File: config.mk
export PLATFORM = sky130hd
export DESIGN_NAME = acc_cpu_core
export DESIGN_NICKNAME = d
export VERILOG_FILES = /design/src/rtl/acc_cpu_core.sv
export SDC_FILE = /design/constraint.sdc
export NUM_CORES = 1
export LEC_CHECK = 0
export CAP_MARGIN = 25
export CORE_ASPECT_RATIO = 0.9
export CORE_MARGIN = 10
export CORE_UTILIZATION = 42
export CTS_CLUSTER_SIZE = 28
export DETAILED_ROUTE_END_ITERATION = 10
export GPL_TIMING_DRIVEN = 0
export MAX_ROUTING_LAYER = met4
export PLACE_DENSITY_LB_ADDON = 0.12
export SLEW_MARGIN = 20
export SYNTH_ARGS = -nofsm -noshare
export SYNTH_HDL_FRONTEND = slang
export SYNTH_SLANG_ARGS = --single-unit
File: constraint.sdc
create_clock -name clk -period 8.51 [get_ports clk]
set_clock_uncertainty 0.1 [all_clocks]
set_input_delay 1.702 -clock clk [delete_from_list [all_inputs] [get_ports clk]]
set_output_delay 1.702 -clock clk [all_outputs]
set_load 0.01 [all_outputs]
File: src/rtl/acc_cpu_core.sv
// acc_cpu_core: parametrised 3-cycle accumulator CPU with internal memories and program/debug port
// Ports: clk, rst (sync, active-low); resume leaves HALTED; prog_we/prog_sel/prog_addr/prog_wdata
// load imem (sel=0) or dmem (sel=1) during reset or halt; dbg_rdata is a registered read of the
// selected memory; HALT, acc, pc, carry, retired expose core state.
module acc_cpu_core #(
  parameter int DATA_WIDTH = 8,
  parameter int ADDR_WIDTH = 5,
  parameter int CNT_WIDTH = 16,
  localparam int IW = 3 + ADDR_WIDTH,
  localparam int PW = IW > DATA_WIDTH ? IW : DATA_WIDTH
) (
  input  logic                  clk,
  input  logic                  rst,
  input  logic                  resume,
  input  logic                  prog_we,
  input  logic                  prog_sel,
  input  logic [ADDR_WIDTH-1:0] prog_addr,
  input  logic [PW-1:0]         prog_wdata,
  output logic [PW-1:0]         dbg_rdata,
  output logic                  HALT,
  output logic [DATA_WIDTH-1:0] acc,
  output logic [ADDR_WIDTH-1:0] pc,
  output logic                  carry,
  output logic [CNT_WIDTH-1:0]  retired
);
  typedef enum logic [1:0] {FETCH, DECODE, EXEC, HALTED} state_t;
  typedef enum logic [2:0] {OP_HLT, OP_SKZ, OP_ADD, OP_AND, OP_XOR, OP_LDA, OP_STO, OP_JMP} op_t;
  localparam int DEPTH = 2 ** ADDR_WIDTH;
  state_t state_q, state_d;
  logic [ADDR_WIDTH-1:0] pc_q, pc_d;
  logic [IW-1:0] ir_q, ir_d;
  logic [DATA_WIDTH-1:0] dbuf_q, dbuf_d, acc_q, acc_d;
  logic carry_q, carry_d, halt_q, halt_d;
  logic [CNT_WIDTH-1:0] retired_q, retired_d;
  logic [PW-1:0] dbg_q, dbg_d;
  logic [IW-1:0] imem [DEPTH];
  logic [DATA_WIDTH-1:0] dmem [DEPTH];
  op_t op;
  logic [ADDR_WIDTH-1:0] opnd, dmem_wa;
  logic [DATA_WIDTH:0] sum;
  logic [DATA_WIDTH-1:0] dmem_wd;
  logic prog_ok, sto, imem_we, dmem_we;
  assign op = op_t'(ir_q[IW-1 -: 3]);
  assign opnd = ir_q[ADDR_WIDTH-1:0];
  assign sum = {1'b0, acc_q} + {1'b0, dbuf_q};
  // The port may only touch memory when the core cannot, so STO never collides with it.
  assign prog_ok = !rst || state_q == HALTED;
  assign sto = rst && state_q == EXEC && op == OP_STO;
  assign imem_we = prog_we && prog_ok && !prog_sel;
  assign dmem_we = sto || (prog_we && prog_ok && prog_sel);
  assign dmem_wa = sto ? opnd : prog_addr;
  assign dmem_wd = sto ? acc_q : prog_wdata[DATA_WIDTH-1:0];
  always_comb begin
    state_d = state_q;
    pc_d = pc_q;
    ir_d = ir_q;
    dbuf_d = dbuf_q;
    acc_d = acc_q;
    carry_d = carry_q;
    retired_d = retired_q;
    dbg_d = prog_sel ? PW'(dmem[prog_addr]) : PW'(imem[prog_addr]);
    unique case (state_q)
      FETCH: begin
        ir_d = imem[pc_q];
        pc_d = pc_q + 1'b1;
        state_d = DECODE;
      end
      DECODE: begin
        dbuf_d = dmem[opnd];
        state_d = EXEC;
      end
      EXEC: begin
        retired_d = retired_q + {{(CNT_WIDTH-1){1'b0}}, ~&retired_q};
        state_d = op == OP_HLT ? HALTED : FETCH;
        pc_d = op == OP_JMP ? opnd : (op == OP_SKZ && acc_q == '0) ? pc_q + 1'b1 : pc_q;
        acc_d = op == OP_ADD ? sum[DATA_WIDTH-1:0] :
                op == OP_AND ? acc_q & dbuf_q :
                op == OP_XOR ? acc_q ^ dbuf_q :
                op == OP_LDA ? dbuf_q : acc_q;
        carry_d = op == OP_ADD ? sum[DATA_WIDTH] : carry_q;
      end
      HALTED: state_d = resume ? FETCH : HALTED;
    endcase
    halt_d = state_d == HALTED;
  end
  always_ff @(posedge clk) begin
    if (!rst) begin
      state_q <= FETCH;
      pc_q <= '0;
      ir_q <= '0;
      dbuf_q <= '0;
      acc_q <= '0;
      carry_q <= 1'b0;
      retired_q <= '0;
      dbg_q <= '0;
      halt_q <= 1'b0;
    end else begin
      state_q <= state_d;
      pc_q <= pc_d;
      ir_q <= ir_d;
      dbuf_q <= dbuf_d;
      acc_q <= acc_d;
      carry_q <= carry_d;
      retired_q <= retired_d;
      dbg_q <= dbg_d;
      halt_q <= halt_d;
    end
  end
  always_ff @(posedge clk) begin
    if (imem_we) imem[prog_addr] <= prog_wdata[IW-1:0];
    if (dmem_we) dmem[dmem_wa] <= dmem_wd;
  end
  assign dbg_rdata = dbg_q;
  assign HALT = halt_q;
  assign acc = acc_q;
  assign pc = pc_q;
  assign carry = carry_q;
  assign retired = retired_q;
endmodule

==> results of run 1 <==
## state kept, by name (all words and copies together), names as in the netlist
register and count:
state_q 2, acc 8, pc 5, dbuf_q 8, retired 16, dmem 256, carry 1, ir_q 8
imem 256, dbg_rdata 8, HALT 1
## how the worst max path moves through the flow
| stage | from | end | slack (ns) | depth (start not counted) |
|---|---|---|---|---|
| final | prog_addr[3] | dmem[22][4] | 3.67 | 8 |
| after global routing | prog_addr[3] | dmem[22][4] | 3.62 | 8 |
| after CTS | prog_addr[3] | dmem[22][4] | 3.74 | 8 |
| after detailed placement | prog_addr[3] | dmem[22][4] | 3.05 | 8 |
| after global placement | prog_addr[2] | imem[9][3] | 2.79 | 5 |
| after floorplan | prog_addr[0] | imem[0][0] | 4.65 | 7 |
## tightest hold or removal path, stage by stage, from the launching register on
cell	delay [ns]
dfxtp_1	0.33
nand2_1	0.06
a21oi_1	0.06
## power breakdown
group	total [mW]	internal (mW)	switching (mW)
logic	1.08	0.396	0.683
clock network	2.65	1.49	1.16
registers	3.11	3.07	0.0326
total	6.83	4.96	1.87
## synthesized netlist by cell type, types with 13 or more instances
| cell type | n | area, um^2 |
|---|---|---|
| mux4_2 | 224 | 5040 |
| nand2_1 | 51 | 191 |
| edfxtp_1 | 512 | 15400 |
| buf_2 | 38 | 190 |
| nor2_1 | 89 | 334 |
| clkbuf_1 | 47 | 176 |
| nand3_1 | 21 | 105 |
| mux2_2 | 14 | 158 |
| a22oi_1 | 39 | 293 |
| nor3_1 | 53 | 265 |
| mux2i_1 | 90 | 901 |
| o221ai_1 | 13 | 114 |
| dfxtp_1 | 57 | 1140 |
| nor2b_1 | 15 | 93.8 |
| a21oi_1 | 65 | 325 |
| o21ai_0 | 34 | 170 |
| o22ai_1 | 15 | 93.8 |
## layout make-up
cell class / instances / share of cell area [%]
Tap cell: 855 / 3.46
Inverter: 15 / 0.182
Clock buffer: 82 / 5.25
Timing Repair Buffer: 70 / 2.06
Buffer: 121 / 2.24
Clock inverter: 33 / 1.03
Sequential cell: 569 / 53.4
Multi-Input combinational cell: 926 / 32.4
## logic make-up (layout without fill, tap and decap cells)
| group | after synthesis | count (layout) |
|---|---|---|
| adders and majority gates | 12 | 12 |
| AOI/OAI and AO/OA | 266 | 266 |
| muxes | 335 | 335 |
| xor gates and xnor gates | 13 | 13 |
| buffers and inverters | 136 | 321 |
| DFF | 569 | 569 |
| and+or+nand+nor | 300 | 300 |
## routing by layer
| metal | part of all wire, % | global-route usage, % | wire, um | up-vias |
|---|---|---|---|---|
| met5 | 0 | - | 0 | - |
| met4 | 3.9 | 9.59 | 3950 | 0 |
| met3 | 11 | 5.97 | 11000 | 196 |
| met2 | 44 | 39.7 | 44000 | 1112 |
| met1 | 41 | 37.6 | 41500 | 9451 |
| li1 | - | - | - | 7098 |
==> impl_metrics.json, run 1 <==
{
  "clock_sinks": 569,
  "p_per_area_mw_per_mm2": 221,
  "relSlewSlack_pct": 25.4,
  "core_mm2": 0.0641,
  "fin_crit_sh_pct": 56.9,
  "drtAntennaViolNets": 0,
  "die_area_mm2": 0.0752,
  "seq_area_mm2": 0.0165,
  "synth.net_count": 1661,
  "ctsRootBufferMaster": "clkbuf_16",
  "grt_usage_pct": 27.3,
  "synth_top_flop_cell": "edfxtp_1",
  "r2r_start": "ir_q[1]",
  "synth_xor_area_share_pct": 0.420,
  "min_to": "retired[0]",
  "critPathArrivalTime_ns": 5.01,
  "synth_mux_area_share_pct": 23.2,
  "portBuffers": 52,
  "clk_pin_slew_ns": 0.06,
  "n_fill_cell": 5476,
  "via_per_inst": 6.69,
  "dr.first_iter.drc_count": 2776,
  "mostFrequentLayoutCells": "edfxtp_1, mux4_2, mux2i_1, nor2_1, a21oi_1",
  "pin_count": 57,
  "post_cts_buffers": 0,
  "clock_latency_ns": 0.66,
  "place_hpwl_mm": 70.6,
  "synth_edf_count": 512,
  "wl_per_cell_um": 37.6,
  "initial_utilization_pct": 42.3,
  "place_ws_ns": 3.05,
  "numCtsBuffers": 61,
  "crit_type": "input port to register",
  "critical_path.most_common_cell": "nor2_1",
  "die_w_um": 288,
  "cp.required_ns": 8.68,
  "holdBufCountCts": 0,
  "synth.cell_area_mm2": 0.0271,
  "synth-seq-area-share_pct": 60.9,
  "status": "finished clean",
  "n_antenna_cell": 0,
  "ys_types": 78,
  "r2r_setup_slack_ns": 4.58,
  "die_y_um": 261,
  "worstPathCellList": "clkbuf_2 > buf_2 > nor2b_1 > clkbuf_1 > nand2_1 > nor2_1 > a31oi_1 > nor2_1",
  "synth_simple_gate_area_share_pct": 5.48,
  "drt-pass1-iter-count": 6,
  "clock_path_buffers": 3,
  "ys_ff_latch": 569,
  "hold_violations": 0,
  "routabilityCongestion": 1.04,
  "ctsResizeCount": 0,
  "yosys.area_share.adder_pct": 0.581,
  "crit_buf_inv": 3,
  "drive_above_1_share_pct": 25.7,
  "stdcell_area_mm2": 0.0309,
  "whs_ns": 0.398,
  "synthArstFlopShare_pct": 0,
  "crit_path_max_incr_delay_ns": 0.84,
  "r2r.worst_path.cells": 6,
  "placed_cell_area_mm2": 0.0290,
  "endpoint_kind": "register",
  "cap_violations": 0,
  "syn_area_per_cell_um2": 16.6,
  "fin_util_pct": 48.3,
  "vias": 17857,
  "min_period_ns": 4.84,
  "fin_setup_tns_ns": 0,
  "totalWireLength_mm": 100,
  "finalSetupViolations": 0,
  "vdd.ir_drop.worst_v": 0.000164,
  "dp_cells": 2554,
  "tritoncts": "done",
  "synth_top_family_by_area": "multiplexers",
  "antenna_found_initial": 3,
  "multi_input_area_mm2": 0.0100,
  "layout.cells.non_filler": 2671,
  "ys_warn_count": 0,
  "fmax_ghz": 0.207,
  "fin_nets": 1794,
  "syn_to_final_growth_pct": 14.0,
  "rows": 88,
  "layout_commonest_cell": "edfxtp_1",
  "cp_max_fo": 10,
  "rsz0062_at_grt": "false",
  "p_leak_nw": 9.69,
  "hold_path_class": "register to register",
  "cp_slowest_cell": "nor2_1",
  "worst_slack_ns": 3.67,
  "fin_total_pwr_mw": 6.83,
  "synth_cells": 1631,
  "synth_compound_area_share_pct": 6.72,
  "grt_pass1_wl_mm": 139,
  "crit_family": "simple AND/OR/NAND/NOR gates",
  "cts.htree.levels": 2,
  "grt_pass1_vias": 17367,
  "gr-total-overflow": 0,
  "critical_path.startpoint_type": "input port",
  "grt_max_degree": 34,
  "worst_pin_slew_ns": 1.12,
  "slew_viol_final": 0,
  "drc": 0,
  "holdPathStages": 2,
  "hp-start": "retired[0]",
  "r2r-end": "dmem[3][5]"
}
No activity file was read; power rests on OpenSTA's default activity.
==> run 2: changes to the inputs <==
==> constraint.sdc (replaced) <==
create_clock -name clk -period 4.6 [get_ports clk]
set_clock_uncertainty 0.1 [all_clocks]
set_input_delay 0.92 -clock clk [delete_from_list [all_inputs] [get_ports clk]]
set_output_delay 0.92 -clock clk [all_outputs]
set_load 0.01 [all_outputs]
==> results of run 2 <==
The final DEF is identical to that of run 1. Status: finished clean.
Main changes from that run: setup slack after placement 3.05 ns -> -0.0792 ns; setup slack after layout 3.67 ns -> 0.543 ns; register-to-register setup slack 4.58 ns -> 0.67 ns; total power 6.83 mW -> 12.6 mW; worst IR drop on VDD 0.000164 V -> 0.000303 V
==> run 3: changes to the inputs <==
==> constraint.sdc (replaced) <==
create_clock -name clk -period 4.9 [get_ports clk]
set_clock_uncertainty 0.1 [all_clocks]
set_input_delay 0.98 -clock clk [delete_from_list [all_inputs] [get_ports clk]]
set_output_delay 0.98 -clock clk [all_outputs]
set_load 0.01 [all_outputs]
==> results of run 3 <==
The final DEF is identical to that of run 1. Status: finished clean.
Main changes from that run: setup slack after placement 3.05 ns -> 0.161 ns; setup slack after layout 3.67 ns -> 0.783 ns; register-to-register setup slack 4.58 ns -> 0.97 ns; total power 6.83 mW -> 11.9 mW; worst IR drop on VDD 0.000164 V -> 0.000284 V
